`src/rtl/sync_frame_tx.sv`:
```
// rtl/sync_frame_tx.sv - serial frame transmitter: SYNC_PAT preamble then DATA_W payload, MSB first
// Optional feature macro TX_PARITY_EN appends one even-parity bit after the payload.
module sync_frame_tx #(
    parameter int                DATA_W   = 8,
    parameter int                SYNC_W   = 4,
    parameter logic [SYNC_W-1:0] SYNC_PAT = 4'b1011
) (
    input  logic              clk,
    input  logic              rst,
    input  logic              start,
    input  logic [DATA_W-1:0] data_in,
    output logic              ready,
    output logic              dout,
    output logic              dout_valid,
    output logic              busy,
    output logic              done
);

    localparam int MAXW = (SYNC_W > DATA_W) ? SYNC_W : DATA_W;
    localparam int CW   = $clog2(MAXW);
    localparam int FW   = SYNC_W + DATA_W;

    typedef enum logic [1:0] {
        IDLE,
        SYNC,
        DATA
`ifdef TX_PARITY_EN
        , PARITY
`endif
    } state_t;

    state_t          state, state_n;
    logic [CW-1:0]   cnt, cnt_n;
    logic [FW-1:0]   frame, frame_n;
    logic            dout_n, valid_n, busy_n, done_n, ready_n;
    logic            accept;
`ifdef TX_PARITY_EN
    logic            par, par_n;
`endif

    assign accept = start && ready;

    always_comb begin
        state_n = state;
        cnt_n   = cnt;
        frame_n = frame;
`ifdef TX_PARITY_EN
        par_n   = par;
`endif
        case (state)
            SYNC: begin
                frame_n = {frame[FW-2:0], 1'b0};
                if (cnt == CW'(SYNC_W - 1)) begin
                    state_n = DATA;
                    cnt_n   = '0;
                end else begin
                    cnt_n = cnt + 1'b1;
                end
            end
            DATA: begin
                frame_n = {frame[FW-2:0], 1'b0};
                if (cnt == CW'(DATA_W - 1)) begin
`ifdef TX_PARITY_EN
                    state_n = PARITY;
`else
                    state_n = IDLE;
`endif
                    cnt_n   = '0;
                end else begin
                    cnt_n = cnt + 1'b1;
                end
            end
`ifdef TX_PARITY_EN
            PARITY: state_n = IDLE;
`endif
            default: state_n = IDLE;
        endcase

        // ready is only high in IDLE or the final frame cycle, so accept overrides the IDLE return
        if (accept) begin
            state_n = SYNC;
            cnt_n   = '0;
            frame_n = {SYNC_PAT, data_in};
`ifdef TX_PARITY_EN
            par_n   = ^data_in;
`endif
        end
    end

    // Outputs are registered: decode what the next cycle will show from the next-state values
    always_comb begin
        dout_n  = 1'b0;
        valid_n = 1'b0;
        busy_n  = 1'b0;
        done_n  = 1'b0;
        ready_n = 1'b0;
        case (state_n)
            SYNC: begin
                dout_n  = frame_n[FW-1];
                valid_n = 1'b1;
                busy_n  = 1'b1;
            end
            DATA: begin
                dout_n  = frame_n[FW-1];
                valid_n = 1'b1;
                busy_n  = 1'b1;
`ifndef TX_PARITY_EN
                done_n  = (cnt_n == CW'(DATA_W - 1));
                ready_n = (cnt_n == CW'(DATA_W - 1));
`endif
            end
`ifdef TX_PARITY_EN
            PARITY: begin
                dout_n  = par_n;
                valid_n = 1'b1;
                busy_n  = 1'b1;
                done_n  = 1'b1;
                ready_n = 1'b1;
            end
`endif
            default: ready_n = 1'b1;
        endcase
    end

    always_ff @(posedge clk) begin
        if (!rst) begin
            state      <= IDLE;
            cnt        <= '0;
            frame      <= '0;
            dout       <= 1'b0;
            dout_valid <= 1'b0;
            busy       <= 1'b0;
            done       <= 1'b0;
            ready      <= 1'b1;
`ifdef TX_PARITY_EN
            par        <= 1'b0;
`endif
        end else begin
            state      <= state_n;
            cnt        <= cnt_n;
            frame      <= frame_n;
            dout       <= dout_n;
            dout_valid <= valid_n;
            busy       <= busy_n;
            done       <= done_n;
            ready      <= ready_n;
`ifdef TX_PARITY_EN
            par        <= par_n;
`endif
        end
    end

endmodule

```
`config.mk`:
```
export PLATFORM = sky130hd
export DESIGN_NAME = sync_frame_tx
export DESIGN_NICKNAME = d
export VERILOG_FILES = /design/src/rtl/sync_frame_tx.sv
export SDC_FILE = /design/constraint.sdc
export NUM_CORES = 1
export LEC_CHECK = 0
export BUFFER_PORTS_ARGS = -buffer_cell sky130_fd_sc_hd__buf_2
export CORE_UTILIZATION = 25
export DETAILED_ROUTE_END_ITERATION = 12
export REMOVE_ABC_BUFFERS = 1
export SYNTH_ARGS = -nofsm -noshare
export SYNTH_HDL_FRONTEND = slang
export SYNTH_SLANG_ARGS = --single-unit
```
`constraint.sdc`:
```
create_clock -name clk -period 2.26 [get_ports clk]
set_clock_uncertainty 0.1 [all_clocks]
set_input_delay 0.226 -clock clk [delete_from_list [all_inputs] [get_ports clk]]
set_output_delay 0.226 -clock clk [all_outputs]
set_load 0.05 [all_outputs]
```
== Word level (Yosys, flattened, before mapping) ==
Index checks and enable logic that the tools add are counted.

* Flip-flop bits (word level): 21
* Bits of input ports: 11
* Output and inout bits: 5
* Word-level logic and storage cells: 37

* Add/sub/neg operators: 1
* Eq/ne operators: 7
* Muxes and demuxes: 12
* Bitwise logic cells: 1
* Reductions and logical operators: 7

{| class="wikitable"
|+ Operators with widths
! operator !! count
|-
| 2-to-1 mux 12 bit || 2
|-
| 2-to-1 mux 3 bit || 3
|-
| equality test 3 bit, second input constant || 2
|-
| 2-to-1 mux 2 bit || 3
|-
| case mux 3 bit (2 select lines) || 1
|-
| OR reduction 2 bit || 3
|-
| equality test 2 x 1 -> 1 bit, second input constant || 2
|-
| equality test 2 bit, second input constant || 2
|-
| case mux 2 bit (2 select lines) || 1
|-
| AND reduction 2 bit || 2
|-
| adder 3 x 1 -> 3 bit, second input constant || 1
|-
| equality test 3 x 2 -> 1 bit, second input constant || 1
|-
| case mux 1 bit (2 select lines) || 1
|-
| nonzero test 2 bit || 1
|-
| logical AND 1 bit || 1
|-
| 2-to-1 mux 1 bit || 1
|-
| inverter 1 bit || 1
|}

== Depth between registers and ports, before layout ==
Gate-level depths: netlist of the first run.

* Word-level depth: 7
* Depth in mapped cells: 9
* Gate-level depth less buffers: 9

== Worst setup path before layout of the first run ==
No wires, ideal clock.

* Kind: register to register
* Start point: register cnt[0]
* End point: register dout
* Setup time: 0.070 ns
* Data arrival time: 1.778 ns
* Required time: 2.090 ns
* Path slack: 0.312 ns
* Cell stages (with the launch flop): 10
* Buffers on the path: 0
* Period minus slack after synthesis: 1.948 ns
* Cell sequence: dfxtp_1 ha_1 ha_1 nor2b_1 a21oi_1 o31ai_1 inv_1 ha_1 nor2b_2 a21boi_1

* Cells in the longest elaborated chain, start to end: 7
* Elaborated cells on any way between the ends: 10
* Those cells by class: eq/ne (4); mux (4); reduce/logical (2)

{| class="wikitable"
|+ Ends and longest elaborated chain
! element !! line !! RTL
|-
| from (decl) || 33 || <nowiki>logic [CW-1:0] cnt, cnt_n;</nowiki>
|-
| from (signal assigned) || 140 || <nowiki>cnt <= cnt_n;</nowiki>
|-
| equality test 3 bit / equality test 3 x 2 -> 1 bit (equally long branches) || 62, 53 ||
|-
| 2-to-1 mux 2 bit (on tied branches) || 62, 53 ||
|-
| case mux 2 bit (2 select lines) * || 50 || <nowiki>case (state)</nowiki>
|-
| 2-to-1 mux 2 bit * || 80 || <nowiki>if (accept) begin</nowiki>
|-
| named net state_n[0] || 32 || <nowiki>state_t state, state_n;</nowiki>
|-
| equality test 2 bit / equality test 2 x 1 -> 1 bit (equally long branches) || 97 || <nowiki>case (state_n)</nowiki>
|-
| OR reduction 2 bit (no source line) * || -- ||
|-
| AND reduction 2 bit (no source line) * || -- ||
|-
| to (signal assigned) || 142 || <nowiki>dout <= dout_n;</nowiki>
|-
| to (decl) || 13 || <nowiki>output logic dout,</nowiki>
|}

Mark *: on every way through the listed nets, which the timed path passes. The rest lies on a longest branch.
A chain may end at the register's enable or synchronous reset.

== Worst setup path in the final report of the first run ==
Ends and elaborated chain as after synthesis.

==> results of run 1 <==
layer usage:
metal  GRT usage  up-vias
met5           0        -
met3      0.0257        2
met4      0.0319        0
li1            -      383
met2       0.166       15
met1      0.0994      343
area by class of cell:
type | instances | area [µm²]
fillers | 410 | 2770
flip-flops and latches | 21 | 420
clock inverters | 1 | 5.00
repair buffers | 18 | 97.6
well taps | 50 | 62.6
clock buffers | 3 | 41.3
inverters | 8 | 30.0
multi-input cells | 68 | 574
stage by stage:
stage	power [mW]	setup slack, ns	utilization	instance area, µm²	hold slack, ns
finish	0.761	0.204	0.308	1230	0.104
global route	0.805	0.0447	0.308	1230	0.0929
CTS	0.773	0.118	0.303	1210	0.0985
detailed placement	0.531	0.165	0.292	1170	0.368
global placement	0.526	0.219	0.292	1170	0.357
floorplan	0.493	0.135	-	1010	0.248
path summary, 6_finish.rpt:
path / slack (ns) / to
setup reg to reg: 0.20 / dout
hold / removal: 0.10 / frame[3]
hold reg to reg: 0.37 / frame[0]
setup / recovery: 0.20 / dout
report_power, final:
group	switching, mW	internal, mW	leakage, nW
sequential	0.0124	0.392	0.173
combinational	0.0664	0.0515	0.413
clock	0.116	0.122	0.0255
worst reg2reg max path: stages, from the launching register on:
cell,delay (ns)
sky130_fd_sc_hd__dfxtp_1,0.33
sky130_fd_sc_hd__ha_1,0.23
sky130_fd_sc_hd__ha_1,0.19
sky130_fd_sc_hd__nor2b_1,0.15
sky130_fd_sc_hd__nor2_1,0.09
sky130_fd_sc_hd__a2111oi_4,0.33
sky130_fd_sc_hd__ha_1,0.31
sky130_fd_sc_hd__nor2b_2,0.12
sky130_fd_sc_hd__a21boi_1,0.15
placed cells by master (no fill, tap or decap), types with 2 or more instances in the layout:
cell,n
sky130_fd_sc_hd__buf_2,15
sky130_fd_sc_hd__o31ai_2,2
sky130_fd_sc_hd__o21a_1,2
sky130_fd_sc_hd__nand2_1,10
sky130_fd_sc_hd__mux2i_1,11
sky130_fd_sc_hd__and2_1,2
sky130_fd_sc_hd__inv_1,7
sky130_fd_sc_hd__a21oi_1,3
sky130_fd_sc_hd__clkbuf_8,3
sky130_fd_sc_hd__o211a_1,7
sky130_fd_sc_hd__nor2_1,5
sky130_fd_sc_hd__nand3_1,2
sky130_fd_sc_hd__buf_4,3
sky130_fd_sc_hd__nor2b_2,2
sky130_fd_sc_hd__dfxtp_1,21
sky130_fd_sc_hd__a21boi_1,5
sky130_fd_sc_hd__ha_1,8
repair_timing:
| action | CTS | global route |
|---|---|---|
| setup endpoints to repair | 0 | 2 |
| setup buffers | 0 | 0 |
| resized for setup | 0 | 2 |
| hold buffers | 0 | 0 |
sequential cells by signal (all words and copies together) (netlist names):
name / flops
busy: 1
cnt: 3
done: 1
dout: 1
frame: 12
ready: 1
state: 2
cell families (layout without fill, tap and decap cells):
logic type	count (synthesis)	in the layout	share of synthesized area
muxes	11	11	0.106
DFF	21	21	0.404
buffers and inverters	14	30	0.0613
adders and majority gates	8	8	0.0962
and+or+nand+nor	26	26	0.121
AOI/OAI and AO/OA	23	23	0.212
cells in the mapped netlist (2+ instances only):
master and number:
sky130_fd_sc_hd__a21boi_1 5, sky130_fd_sc_hd__a21oi_1 3, sky130_fd_sc_hd__and2_1 2, sky130_fd_sc_hd__buf_2 3, sky130_fd_sc_hd__buf_4 2, sky130_fd_sc_hd__dfxtp_1 21
sky130_fd_sc_hd__ha_1 8, sky130_fd_sc_hd__inv_1 7, sky130_fd_sc_hd__mux2i_1 11, sky130_fd_sc_hd__nand2_1 10, sky130_fd_sc_hd__nand3_1 2, sky130_fd_sc_hd__nor2_1 5
sky130_fd_sc_hd__nor2b_2 2, sky130_fd_sc_hd__o211a_1 7, sky130_fd_sc_hd__o21a_1 2
==> impl_metrics.sql, run 1 <==
INSERT INTO impl_metrics (metric_group, metric, value, unit) VALUES
('timing', 'worst-slew-pin-transition', '0.351', 'ns'),
('place', 'place.detailed.instances', '165', ''),
('drt', 'detailroute.wirelength.met2', '899', 'µm'),
('global_route', 'largest_net_degree_at_the_start_of_global_routing', '20', ''),
('clock_network', 'clock-root-buffer', 'sky130_fd_sc_hd__clkbuf_8', ''),
('drt', 'dr.pass1.iters', '3', ''),
('timing', 'drv_slew', '0', ''),
('power', 'ir_drop', '0.423', 'mV'),
('place', 'numPortBuffers', '15', ''),
('timing', 'layout_worst_path_cycle_share', '0.910', ''),
('setup_path', 'critical-path-max-stage-delay', '0.33', 'ns'),
('drt', 'drt_drc_violations_left', '0', ''),
('setup_path', 'cp_num_buf_inv', '0', ''),
('clock_network', 'clock_insertion_delay_worst_skew', '0.25', 'ns'),
('timing', 'grt_setup_unrepaired', 'false', ''),
('die', 'initial_utilization', '0.260', ''),
('global_route', 'vias_in_the_first_global_route', '763', ''),
('die', 'chipWidth', '66.5', 'µm'),
('layout', 'num_antenna_cells', '0', ''),
('yosys', 'synthesis.yosys.warnings', '0', ''),
('global_route', 'antenna_violations_before_repair', '0', ''),
('clock_network', 'cts_made_buffers', '3', ''),
('drt', 'routed_wire_length_per_instance', '10.5', 'µm'),
('drt', 'vias_per_cell', '4.40', ''),
('yosys', 'mappedNetlistArea', '1040', 'µm²'),
('timing', 'finalSetupViolations', '0', ''),
('drt', 'm1WireLength', '792', 'µm'),
('layout', 'instances_no_fill', '169', ''),
('min_path', 'hold_path_startpoint', 'data_in[3]', ''),
('drt', 'route.antenna.remaining_nets', '0', ''),
('layout', 'ratio_of_cells_with_drive_above_1_in_the_final_layout', '0.261', ''),
('clock_network', 'cts_tree', 'built', ''),
('global_route', 'globalRouteOverflowTotal', '0', ''),
('die', 'pin_count', '16', ''),
('clock_network', 'clockBufferDepth', '2', ''),
('layout', 'final_net_count', '139', ''),
('timing', 'slew_headroom', '0.766', ''),
('yosys', 'synth_ff_type', 'sky130_fd_sc_hd__dfxtp_1', ''),
('setup_path', 'arrival', '2.15', 'ns'),
('yosys', 'synth.lib_cells_used.distinct', '28', ''),
('yosys', 'synth-seq-area-share', '0.404', ''),
('clock_network', 'clk_pin_slew', '0.07', 'ns'),
('layout', 'syn2layout_area_growth', '18.3', '%'),
('yosys', 'post_synth_inst_count', '103', ''),
('setup_path', 'endpoint_kind', 'register', ''),
('setup_path', 'crit_path_start', 'cnt[0]', ''),
('min_path', 'whs_path_depth', '2', ''),
('global_route', 'global_route_wire_length_before_repair', '3.06', 'mm'),
('yosys', 'number_of_enable_flip_flop_cells_after_synthesis', '0', ''),
('power', 'static-leakage-power', '0.612', 'nW'),
('setup_path', 'rr_worst_depth', '8', ''),
('setup_path', 'worst_setup_path_start_kind', 'register', ''),
('yosys', 'syn_avg_cell_area', '10.1', 'µm²'),
('yosys', 'ys_async_sr_fraction', '0', ''),
('outcome', 'run_status', 'completed', ''),
('yosys', 'ys_top_cells_by_area', 'sky130_fd_sc_hd__dfxtp_1, sky130_fd_sc_hd__mux2i_1, sky130_fd_sc_hd__ha_1, sky130_fd_sc_hd__o211a_1, sky130_fd_sc_hd__a21boi_1', ''),
('drt', 'first_iter_violations', '12', ''),
('die', 'placementRows', '23', ''),
('die', 'die_area', '4430', 'µm²'),
('timing', 'fin_tns_setup', '0', 'ns'),
('timing', 'fmaxAchievable', '486', 'MHz'),
('yosys', 'synth_area_leader_cell', 'sky130_fd_sc_hd__dfxtp_1', ''),
('drt', 'routed_wirelength', '1.77', 'mm'),
('setup_path', 'timing.rr.start', 'cnt[0]', ''),
('die', 'placeableCoreArea', '4000', 'µm²'),
('setup_path', 'cp_cell_sequence', 'ha_1 > ha_1 > nor2b_1 > nor2_1 > a2111oi_4 > ha_1 > nor2b_2 > a21boi_1', ''),
('drt', 'total_via_count_in_the_routed_design', '743', ''),
('timing', 'hold_viol', '0', ''),
('clock_network', 'cts.sink_count', '21', ''),
('clock_network', 'clock_tree.htree_level_count', '1', ''),
('setup_path', 'cp_slowest_cell', 'sky130_fd_sc_hd__dfxtp_1', '');
(Power assumes the default switching activity.)
==> inputs of run 2 (changes only) <==
CORE_UTILIZATION = 45   (was 25)
PLACE_DENSITY = 0.66   (was not set)
==> run 2 against run 1 <==
Net effect: first-iteration DRC count fell by 25%; clock power down 26%; final area is 5.4% lower; fmax is 2.8% lower; via count down 3.4%; worst setup slack got worse by 0.059 ns; worst hold slack worse by 0.047 ns; critical endpoint unchanged; highest routed layer unchanged.
==> impl_metrics.sql, run 2 (synthesis gave the netlist of run 1 again) <==
INSERT INTO impl_metrics (metric_group, metric, value, unit) VALUES
('outcome', 'run_status', 'completed', ''),
('setup_path', 'critical_path_class', 'register to register', ''),
('drt', 'dr.pass1.iters', '4', ''),
('layout', 'final_net_count', '138', ''),
('timing', 'fin_tns_setup', '0', 'ns'),
('layout', 'layout_top_registers', 'frame (12), cnt (3), state (2)', ''),
('min_path', 'min-delay-path-class', 'input port to register', ''),
('clock_network', 'clock-root-buffer', 'sky130_fd_sc_hd__clkbuf_4', ''),
('clock_network', 'cts_made_buffers', '3', ''),
('drt', 'vias_per_cell', '4.92', ''),
('timing', 'finalSetupViolations', '0', ''),
('place', 'finalWeightedCongestion', '0.817', ''),
('clock_network', 'cts_tree', 'built', ''),
('power', 'ir_drop', '0.363', 'mV'),
('global_route', 'antenna_violations_before_repair', '0', ''),
('setup_path', 'worst_setup_path_start_kind', 'register', ''),
('clock_network', 'clock_tree.htree_level_count', '1', ''),
('timing', 'hold_viol', '0', ''),
('timing', 'grt_setup_unrepaired', 'false', ''),
('clock_network', 'post_cts_buffers', '0', ''),
('setup_path', 'arrival', '2.25', 'ns'),
('timing', 'worst-slew-pin-transition', '0.389', 'ns'),
('layout', 'ratio_of_cells_with_drive_above_1_in_the_final_layout', '0.254', ''),
('place', 'dp.final_hpwl', '1.28', 'mm'),
('layout', 'num_antenna_cells', '0', ''),
('die', 'initial_utilization', '0.475', ''),
('drt', 'total_via_count_in_the_routed_design', '718', ''),
('die', 'fp.dieH', '50.1', 'µm'),
('drt', 'route.antenna.remaining_nets', '0', ''),
('place', 'post-place-ws', '0.166', 'ns'),
('timing', 'finalCriticalPeriod', '2.11', 'ns'),
('drt', 'routed_wirelength', '1.71', 'mm'),
('timing', 'hold_slack', '0.0575', 'ns'),
('global_route', 'largest_net_degree_at_the_start_of_global_routing', '20', ''),
('clock_network', 'clk_pin_slew', '0.12', 'ns'),
('timing', 'slew_headroom', '0.740', ''),
('timing', 'drv_slew', '0', ''),
('die', 'chipWidth', '50.1', 'µm'),
('layout', 'top_register', 'frame', ''),
('global_route', 'gr-usage-all-layers', '0.158', ''),
('setup_path', 'crit_path_max_fanout', '3', ''),
('layout', 'syn2layout_area_growth', '11.9', '%'),
('setup_path', 'worstPathRequired', '2.40', 'ns'),
('die', 'placementRows', '17', ''),
('drt', 'routed_wire_length_per_instance', '11.7', 'µm'),
('timing', 'timing.final.ws_setup', '0.145', 'ns'),
('power', 'power-per-cell-area', '597', 'nW/µm²'),
('flow_run', 'maxCapViolations', '0', ''),
('drt', 'drt_drc_violations_left', '0', ''),
('timing', 'layout_worst_path_cycle_share', '0.936', ''),
('die', 'die_area', '2510', 'µm²'),
('clock_network', 'cts.hold.buffers_added', '0', ''),
('die', 'placeableCoreArea', '2190', 'µm²'),
('clock_network', 'clock_insertion_delay_worst_skew', '0.30', 'ns'),
('timing', 'fmaxAchievable', '473', 'MHz'),
('global_route', 'vias_in_the_first_global_route', '719', ''),
('global_route', 'global_route_wire_length_before_repair', '2.97', 'mm'),
('power', 'total_power', '695', 'µW'),
('layout', 'fillers', '222', ''),
('global_route', 'globalRouteOverflowTotal', '0', ''),
('layout', 'largest_register_ffs', '12', ''),
('setup_path', 'endpoint_kind', 'register', ''),
('layout', 'layout.cells.most_common_list', 'sky130_fd_sc_hd__dfxtp_1, sky130_fd_sc_hd__buf_2, sky130_fd_sc_hd__mux2i_1', ''),
('clock_network', 'clockBufferDepth', '2', ''),
('drt', 'first_iter_violations', '9', ''),
('die', 'pin_count', '16', ''),
('power', 'static-leakage-power', '0.599', 'nW'),
('place', 'numPortBuffers', '15', ''),
('clock_network', 'cts.sink_count', '21', ''),
('layout', 'mostFrequentLayoutCell', 'sky130_fd_sc_hd__dfxtp_1', '');
[run 2: cell count changes in the layout (fill, tap and decap cells not counted)]
| cell | change |
|---|---|
| sky130_fd_sc_hd__buf_4 | -1 |
| sky130_fd_sc_hd__clkbuf_8 | -3 |
| sky130_fd_sc_hd__a2111oi_4 | -1 |
| sky130_fd_sc_hd__clkbuf_4 | +3 |
| sky130_fd_sc_hd__a2111oi_2 | +1 |
[run 2: cell type report]
type,instances,area (µm²),area share
Clock buffer,3,22.5,0.0193
Clock inverter,1,5.00,0.00430
Inverter,8,30.0,0.0258
Multi-Input combinational cell,68,562,0.482
Sequential cell,21,420,0.361
Tap cell,28,35.0,0.0301
Timing Repair Buffer,17,90.1,0.0773
[run 2: stage by stage]
step	utilization	std cells	cell area [µm²]
2_1_floorplan	-	97	1010
3_3_place_gp	0.517	142	1130
3_5_place_dp	0.517	142	1130
4_1_cts	0.529	146	1160
5_1_grt	0.532	146	1160
6_report	0.532	146	1160
[run 2: path summary, 6_finish.rpt]
| kind | startpoint | end | slack, ns | cells past startpoint |
|---|---|---|---|---|
| max | cnt[0] | dout | 0.15 | 8 |
| min | data_in[5] | frame[5] | 0.06 | 2 |
| min reg2reg | frame[0] | frame[0] | 0.38 | 2 |
| max reg2reg | cnt[0] | dout | 0.15 | 8 |
[run 2: critical path, cell delays in order (launching register included)]
cell                        delay (ns)
sky130_fd_sc_hd__dfxtp_1          0.34
sky130_fd_sc_hd__ha_1             0.23
sky130_fd_sc_hd__ha_1             0.19
sky130_fd_sc_hd__nor2b_1          0.15
sky130_fd_sc_hd__nor2_1           0.08
sky130_fd_sc_hd__a2111oi_2        0.38
sky130_fd_sc_hd__ha_1             0.32
sky130_fd_sc_hd__nor2b_2          0.12
sky130_fd_sc_hd__a21boi_1         0.15
[run 2: per-layer routing]
| layer | track usage | share of wire | vias up |
|---|---|---|---|
| met5 | 0 | 0 | - |
| met4 | 0.0714 | 0.0058 | 0 |
| met1 | 0.180 | 0.44 | 324 |
| met3 | 0.0309 | 0.030 | 2 |
| met2 | 0.280 | 0.52 | 11 |
| li1 | - | - | 381 |
[run 2: power by group]
group          switching (mW)  total (mW)  leakage (nW)  internal [mW]
sequential             0.0121       0.405         0.173          0.392
combinational          0.0643       0.114         0.408         0.0499
clock                   0.111       0.177        0.0177         0.0658
total                   0.187       0.695         0.599          0.508
[run 2: what timing repair did]
item                                    in CTS  in global routing
gates resized for setup                      0                  1
endpoints found under the hold margin        0                  0
endpoints found under the setup margin       0                  2
